<file path="config.mk">
export PLATFORM = sky130hd
export DESIGN_NAME = wb_irq_csr_bank_flat
export DESIGN_NICKNAME = d
export VERILOG_FILES = /design/src/rtl/wb_irq_csr_bank_if.sv /design/src/rtl/wb_irq_csr_bank.sv /design/src/flat_wrapper.sv
export SDC_FILE = /design/constraint.sdc
export NUM_CORES = 1
export LEC_CHECK = 0
export ABC_AREA = 1
export BUFFER_PORTS_ARGS = -buffer_cell sky130_fd_sc_hd__buf_4
export CORE_AREA = 4 4 127 129
export CTS_BUF_LIST = sky130_fd_sc_hd__clkbuf_4
export DETAILED_ROUTE_END_ITERATION = 10
export DIE_AREA = 0 0 131 133
export GPL_TIMING_DRIVEN = 0
export PLACE_DENSITY = 0.56
export SLEW_MARGIN = 40
export SYNTH_ARGS = -nofsm -noshare
export SYNTH_HDL_FRONTEND = slang
export SYNTH_SLANG_ARGS = --single-unit
</file>
<file path="constraint.sdc">
create_clock -name clk_i -period 3.7 [get_ports clk_i]
set_clock_uncertainty 0.15 [all_clocks]
set_input_delay 0 -clock clk_i [delete_from_list [all_inputs] [get_ports clk_i]]
set_output_delay 0 -clock clk_i [all_outputs]
set_load 0.005 [all_outputs]
</file>
<file path="src/rtl/wb_irq_csr_bank_if.sv">
// Wishbone-lite register bus used by wb_irq_csr_bank: single-cycle ack, registered read data.
interface wb_irq_csr_bank_if #(
   parameter int ADDR_W = 8
);
   logic              valid_i;
   logic              we_i;
   logic [3:0]        sel_i;
   logic [ADDR_W-1:0] adr_i;
   logic [31:0]       dat_i;
   logic [31:0]       dat_o;
   logic              ack_o;

   modport master (
      output valid_i, we_i, sel_i, adr_i, dat_i,
      input  dat_o, ack_o
   );

   modport slave (
      input  valid_i, we_i, sel_i, adr_i, dat_i,
      output dat_o, ack_o
   );
endinterface

</file>
<file path="src/rtl/wb_irq_csr_bank.sv">
// Wishbone CSR bank: sticky IRQ pending with edge/level mode, enable mask, byte-writable control words.
// Optional feature macro CSR_IRQ_SYNC_EN: 2-flop input synchronisers plus the SET register at 0x18.
module wb_irq_csr_bank #(
   parameter int          NSRC    = 4,
   parameter int          NCTRL   = 2,
   parameter int          ADDR_W  = 8,
   parameter logic [31:0] VERSION = 32'h0200_0000
) (
   input  logic                clk_i,
   input  logic                rst_i,
   wb_irq_csr_bank_if.slave    bus,
   input  logic [NSRC-1:0]     irq_src_i,
   input  logic [NSRC-1:0]     act_i,
   output logic [NCTRL*32-1:0] ctrl_o,
   output logic                irq_o
);

   localparam int WA = ADDR_W - 2;

   localparam logic [WA-1:0] A_STATUS  = WA'(0);
   localparam logic [WA-1:0] A_RAW     = WA'(1);
   localparam logic [WA-1:0] A_PENDING = WA'(2);
   localparam logic [WA-1:0] A_MODE    = WA'(3);
   localparam logic [WA-1:0] A_ENABLE  = WA'(4);
   localparam logic [WA-1:0] A_VERSION = WA'(5);
`ifdef CSR_IRQ_SYNC_EN
   localparam logic [WA-1:0] A_SET     = WA'(6);
`endif
   localparam logic [WA-1:0] A_CTRL    = WA'(8);

   function automatic logic [31:0] merge_bytes(input logic [31:0] old_val,
                                               input logic [31:0] new_val,
                                               input logic [31:0] mask);
      return (old_val & ~mask) | (new_val & mask);
   endfunction

   // ------------------------------------------------------------------
   // Source conditioning
   // ------------------------------------------------------------------
   logic [NSRC-1:0] src;
   logic [NSRC-1:0] act;

`ifdef CSR_IRQ_SYNC_EN
   logic [NSRC-1:0] src_meta;
   logic [NSRC-1:0] act_meta;

   always_ff @(posedge clk_i or posedge rst_i) begin
      if (rst_i) begin
         src_meta <= '0;
         act_meta <= '0;
         src      <= '0;
         act      <= '0;
      end else begin
         src_meta <= irq_src_i;
         act_meta <= act_i;
         src      <= src_meta;
         act      <= act_meta;
      end
   end
`else
   assign src = irq_src_i;
   assign act = act_i;
`endif

   // ------------------------------------------------------------------
   // Bus decode
   // ------------------------------------------------------------------
   logic          access;
   logic          wr;
   logic          rd;
   logic [WA-1:0] word;
   logic [31:0]   bmask;
   logic          unused_adr;

   // A new access is accepted only while ack is low, so held valid acks every other cycle.
   assign access     = bus.valid_i && !bus.ack_o;
   assign wr         = access && bus.we_i;
   assign rd         = access && !bus.we_i;
   assign word       = bus.adr_i[ADDR_W-1:2];
   assign bmask      = {{8{bus.sel_i[3]}}, {8{bus.sel_i[2]}}, {8{bus.sel_i[1]}}, {8{bus.sel_i[0]}}};
   assign unused_adr = ^bus.adr_i[1:0];

   // ------------------------------------------------------------------
   // Register state
   // ------------------------------------------------------------------
   logic [NSRC-1:0] pending_q;
   logic [NSRC-1:0] mode_q;
   logic [NSRC-1:0] enable_q;
   logic [NSRC-1:0] src_q;
   logic [31:0]     ctrl_q [NCTRL];

   logic [NSRC-1:0] set_hw;
   logic [NSRC-1:0] set_sw;
   logic [NSRC-1:0] w1c;
   logic [NSRC-1:0] pending_d;
   logic [NSRC-1:0] mode_d;
   logic [NSRC-1:0] enable_d;
   logic [31:0]     mode_wr;
   logic [31:0]     enable_wr;
   logic [31:0]     rdata;

   assign mode_wr   = merge_bytes(32'(mode_q),   bus.dat_i, bmask);
   assign enable_wr = merge_bytes(32'(enable_q), bus.dat_i, bmask);

   // NOTE: every signal assigned in always_comb gets a default first, so no path can infer a latch.
   always_comb begin
      set_hw   = (mode_q & src & ~src_q) | (~mode_q & src);
      set_sw   = '0;
      w1c      = '0;
      mode_d   = mode_q;
      enable_d = enable_q;

      if (wr) begin
         case (word)
            A_PENDING: w1c      = bus.dat_i[NSRC-1:0];
            A_MODE:    mode_d   = mode_wr[NSRC-1:0];
            A_ENABLE:  enable_d = enable_wr[NSRC-1:0];
`ifdef CSR_IRQ_SYNC_EN
            A_SET:     set_sw   = bus.dat_i[NSRC-1:0];
`endif
            default: ;
         endcase
      end

      // Clear is applied first so a same-cycle set always wins.
      pending_d = (pending_q & ~w1c) | set_hw | set_sw;
   end

   always_comb begin
      rdata = '0;
      case (word)
         A_STATUS:  rdata = 32'(act);
         A_RAW:     rdata = 32'(src);
         A_PENDING: rdata = 32'(pending_q);
         A_MODE:    rdata = 32'(mode_q);
         A_ENABLE:  rdata = 32'(enable_q);
         A_VERSION: rdata = VERSION;
         default: ;
      endcase
      for (int k = 0; k < NCTRL; k++) begin
         if (word == A_CTRL + WA'(k)) rdata = ctrl_q[k];
      end
   end

   // NOTE: sequential state uses non-blocking assignments so every flop samples pre-edge values.
   always_ff @(posedge clk_i or posedge rst_i) begin
      if (rst_i) begin
         bus.ack_o <= 1'b0;
         bus.dat_o <= '0;
         irq_o     <= 1'b0;
         pending_q <= '0;
         mode_q    <= '0;
         enable_q  <= '0;
         src_q     <= '0;
         // NOTE: the control array is small and architecturally reset to zero, so it is reset here.
         for (int k = 0; k < NCTRL; k++) ctrl_q[k] <= '0;
      end else begin
         bus.ack_o <= access;
         if (rd) bus.dat_o <= rdata;
         irq_o     <= |(pending_q & enable_q);
         pending_q <= pending_d;
         mode_q    <= mode_d;
         enable_q  <= enable_d;
         src_q     <= src;
         for (int k = 0; k < NCTRL; k++) begin
            if (wr && word == A_CTRL + WA'(k)) ctrl_q[k] <= merge_bytes(ctrl_q[k], bus.dat_i, bmask);
         end
      end
   end

   for (genvar k = 0; k < NCTRL; k++) begin : g_ctrl
      assign ctrl_o[32*k +: 32] = ctrl_q[k];
   end

endmodule
</file>
<file path="src/flat_wrapper.sv">
// flat-port wrapper written by rule: the top's interface ports become plain ports
module wb_irq_csr_bank_flat 
#(
   parameter int          NSRC    = 4,
   parameter int          NCTRL   = 2,
   parameter int          ADDR_W  = 8,
   parameter logic [31:0] VERSION = 32'h0200_0000
)
  (clk_i, rst_i, irq_src_i, act_i, ctrl_o, irq_o, bus_valid_i, bus_we_i, bus_sel_i, bus_adr_i, bus_dat_i, bus_dat_o, bus_ack_o);
  wb_irq_csr_bank_if #(.ADDR_W(ADDR_W)) bus_i ();
  input  logic clk_i;
  input  logic rst_i;
  input  logic [NSRC-1:0] irq_src_i;
  input  logic [NSRC-1:0] act_i;
  output logic [NCTRL*32-1:0] ctrl_o;
  output logic irq_o;
  input wire logic [$bits(bus_i.valid_i)-1:0] bus_valid_i;
  input wire logic [$bits(bus_i.we_i)-1:0] bus_we_i;
  input wire logic [$bits(bus_i.sel_i)-1:0] bus_sel_i;
  input wire logic [$bits(bus_i.adr_i)-1:0] bus_adr_i;
  input wire logic [$bits(bus_i.dat_i)-1:0] bus_dat_i;
  output wire logic [$bits(bus_i.dat_o)-1:0] bus_dat_o;
  output wire logic [$bits(bus_i.ack_o)-1:0] bus_ack_o;
  assign bus_i.valid_i = bus_valid_i;
  assign bus_i.we_i = bus_we_i;
  assign bus_i.sel_i = bus_sel_i;
  assign bus_i.adr_i = bus_adr_i;
  assign bus_i.dat_i = bus_dat_i;
  assign bus_dat_o = bus_i.dat_o;
  assign bus_ack_o = bus_i.ack_o;
  wb_irq_csr_bank #(.NSRC(NSRC), .NCTRL(NCTRL), .ADDR_W(ADDR_W), .VERSION(VERSION)) u_core (.clk_i(clk_i), .rst_i(rst_i), .bus(bus_i), .irq_src_i(irq_src_i), .act_i(act_i), .ctrl_o(ctrl_o), .irq_o(irq_o));
endmodule
</file>
==> results <==
- The clock passes through at most 2 buffers.
- The die extent in x is 131 microns.
- The static leakage power is 0.004060 uW.
- The overall power after layout is 2776 uW.
- The initial utilization of the core area, before any placement, comes to 0.3426.
- The arrival time reported for the critical path endpoint is 3.90 ns.
- The total track usage is 0.1894.
- The register clock-pin slew on the reported worst setup and hold paths is 0.10 ns.
- The cell at the root of the clock tree is clkbuf_4.
- Traced cell by cell, the critical path runs through dlygate4sd3_1 > buf_4 > nor2_4 > dlygate4sd3_1 > nand2_2 > dlygate4sd3_1 > nor3_4 > nand2_2 > dlygate4sd3_1 > buf_6 > o21ai_2 > dlygate4sd3_1.
- The number of nets handed over by synthesis was 621.
- The reg-to-reg critical path startpoint is u_core.bus.ack_o.
- The floorplan step defined a die boundary enclosing 17420 sq um.
- The library cell contributing the largest single delay on the critical path is dlygate4sd3_1.
- The worst register-to-register path has a setup slack of 0.92 ns.
- At the end of the flow the core is filled with cells to 0.5166.
- The maximum clock rate is 0.2808 GHz.
- The number of clock buffers added by TritonCTS is 17.
- After detailed routing, the total wire length is 16090 microns.
- The worst-margin pin slew is 0.6458 ns.
- The share of total power in sequential cells is 0.500.
- Sorting the synthesized cells by area gives the leading types as dfrtp_1 55%, nand2_1 10%, o21ai_2 6.5%, inv_1 6.0%, a22oi_1 4.1%.
- The most common library cell in the layout ignoring fill and taps is buf_4.
- The first global-routing pass estimated 25800 microns of wire.
- The via count of the first global-routing pass was 5122.
- The worst setup path is captured at a flip-flop.
- The max-slew violation count is 0.
- The number of antenna violations at the first check in global routing is 1.
- The worst hold path terminates at u_core.pending_q[0].
- The combinational cell fraction of total power is 0.160.
- Setup repair after global routing left no endpoint under its margin.
- TritonCTS built the clock tree.
- The sequential share of the synthesized area is 0.5539.
- In this run the tightest slew margin relative to its limit is 0.5679.
- On the final layout, the worst hold slack is 0.07387 ns.
- Of the total power, the share spent switching nets is 0.2669.
- The core footprint is 15030 sq um.
- Once detail routing completed, the nets flagged for antenna violations numbered 0.
- The worst path needs 3.562 ns of the cycle, external delays included.
- Counting distinct cell types in the post-synthesis netlist gives 22.
- The clock group share of total power is 0.340.
- The most critical setup path has its startpoint at bus_adr_i[7].
- The DRC violations left is 0.
- The count of max-cap constraint violations is 0.
- The run finished with clean final reports.
- The cell count of the worst hold path is 4.
- The relative area change from synthesis to final layout is 50.80%.
- In this run, synthesis produced a sequential element count of 114.
- Dividing total power by cell area gives a power density of 357.5 nW/um^2.
- The latest clock arrival within the worst-skew pair is 0.55 ns.
- The worst hold path begins at irq_src_i[0].
- The cell accounting for the most synthesized area is dfrtp_1.
- The buffers plus inverters on the worst setup path is 7.
- The kind of cell with the highest combined delay along the critical path is buffers and inverters.
- The number of I/O port buffers is 151.
- In this run the mean area of a mapped cell was 9.115 sq um.
- The library cell appearing most often on the critical path is dlygate4sd3_1.
- The maximum number of pins on one net before global-route repair is 64.
- The post-synthesis instance area is 5150 sq um.
- The net total in the final layout is 885.
- The tree built by TritonCTS fans out to 114 sinks.
- Of the post-synthesis cell area, the dominant cell type holds 0.5539.
- The number of iterations in the first detailed-routing pass is 5.
- The total internal power is 2035 uW.
- The delay of the slowest cell on the worst path is 0.64 ns.
- The count of yosys warnings during synthesis is 0.
- After detailed routing, the average wire length per cell comes to 15.62 microns.
- VDD sags by at most 0.2101 mV.
- The total overflow reported by the global router is 0.
- In the synthesized netlist, the number of instances is 565.
- The post-DP HPWL is 10860 microns.
- STA classifies the critical path startpoint as a primary input.
- The worst register-to-register path has a depth of 8.
- The routability congestion estimate is 0.8178.
- The mean number of vias per cell is 4.783.
- The number of endpoints with negative hold slack in the final report is 0.
- The count of vias placed by the detailed router is 4927.
- In this run the number of H-tree levels came out at 4.
- The path class of the tightest hold or removal check is in2reg.
- The number of core rows is 45.
- Of the cells placed in the final design, the portion with a size suffix greater than 1 is 0.3080.
- The DRC violation total after the first TritonRoute iteration is 299.
- The top cell types in the final layout, fill and taps aside, are 152 x buf_4, 140 x nand2_1, 114 x dfrtp_1, 91 x dlygate4sd3_1, 81 x inv_1.
- The critical path data required time is 4.04 ns.
- The maximum fanout along the worst path is 10.
- Setup violations remaining at the end of the flow were counted as 0.
- The I/O pin count is 154.
- The height of the die is 133 microns.
- The critical path class is in2reg.
- The net switching power of the design is 741.1 uW.
- The portion of the clock cycle consumed by the worst path in the final layout is 0.9626.
[kinds of logic (layout without fill, tap and decap cells)]
logic type / Yosys count / after routing / share of synthesized area
AND/OR/NAND/NOR: 209 / 209 / 0.1837
AO/OA/AOI/OAI: 137 / 137 / 0.1744
flip-flops: 114 / 114 / 0.5539
buffers and inverters: 105 / 381 / 0.08795
other: 0 / 1 / 0
[metal layers]
layer | vias to the layer above | share of wire | global-route usage
li1 | 2362 | - | -
met1 | 2381 | 0.43 | 0.2476
met2 | 163 | 0.48 | 0.3014
met3 | 21 | 0.065 | 0.05369
met4 | 0 | 0.018 | 0.06229
met5 | - | 0 | 0
[cell type report]
cell class | instances | area, sq um
repair buffers | 245 | 2092
diodes | 1 | 2.502
plain buffers | 21 | 135.1
multi-input cells | 346 | 1844
fillers | 1422 | 7267
clock buffers | 18 | 135.1
well taps | 188 | 235.2
inverters | 84 | 325.3
flip-flops and latches | 114 | 2853
clock inverters | 13 | 143.9
[per-stage QoR]
| step | worst slack [ns] | std cells | setup TNS (ns) | cell area [sq um] |
|---|---|---|---|---|
| after floorplan | 0.5343 | 565 | 0 | 5150 |
| after global placement | -0.8335 | 904 | -94.25 | 6519 |
| after detailed placement | 1.841 | 905 | 0 | 6554 |
| after CTS | 0.05326 | 1029 | 0 | 7764 |
| after global routing | 0.03207 | 1030 | 0 | 7766 |
| final | 0.1385 | 1030 | 0 | 7766 |
[worst max-delay path by stage]
stage,depth (start not counted),slack [ns],endpoint
finish,12,0.14,flip-flop
global route,12,0.03,flip-flop
CTS,12,0.05,flip-flop
detailed placement,6,1.84,u_core.bus.dat_o[0]
global placement,2,-0.83,asynchronous set/reset pin
floorplan,1,0.53,asynchronous set/reset pin
[cells in the mapped netlist, drive strengths merged]
master and count:
clkbuf 6, nand3 11, dfrtp 114, nand2 151, nand4 10, nor2 36
a21oi 33, o21ai 76, a22oi 28, inv 84, nor3 1, buf 15
[power groups by stage]
stage / logic (uW) / registers [uW] / clock network (uW)
4_1_cts: 449 / 1390 / 972
3_5_place_dp: 386 / 1410 / 0
5_1_grt: 489 / 1400 / 1020
3_3_place_gp: 372 / 1410 / 0
2_1_floorplan: 155 / 1410 / 0
6_report: 443 / 1390 / 945
[worst register-to-register path, stage by stage (launching register included)]
cell,delay (ns)
dfrtp_1,0.42
nor2_4,0.15
nand2_2,0.15
nor2_2,0.14
dlygate4sd3_1,0.65
nand2_2,0.16
buf_2,0.22
o21ai_1,0.13
dlygate4sd3_1,0.56
[timing repair]
action                                  CTS  global route
endpoints found under the setup margin    0             3
hold buffers                             93             0
hold endpoints to repair                213             0
resized for setup                         0             1
buffers inserted                          0             1
No activity file was read; power rests on OpenSTA's default activity.
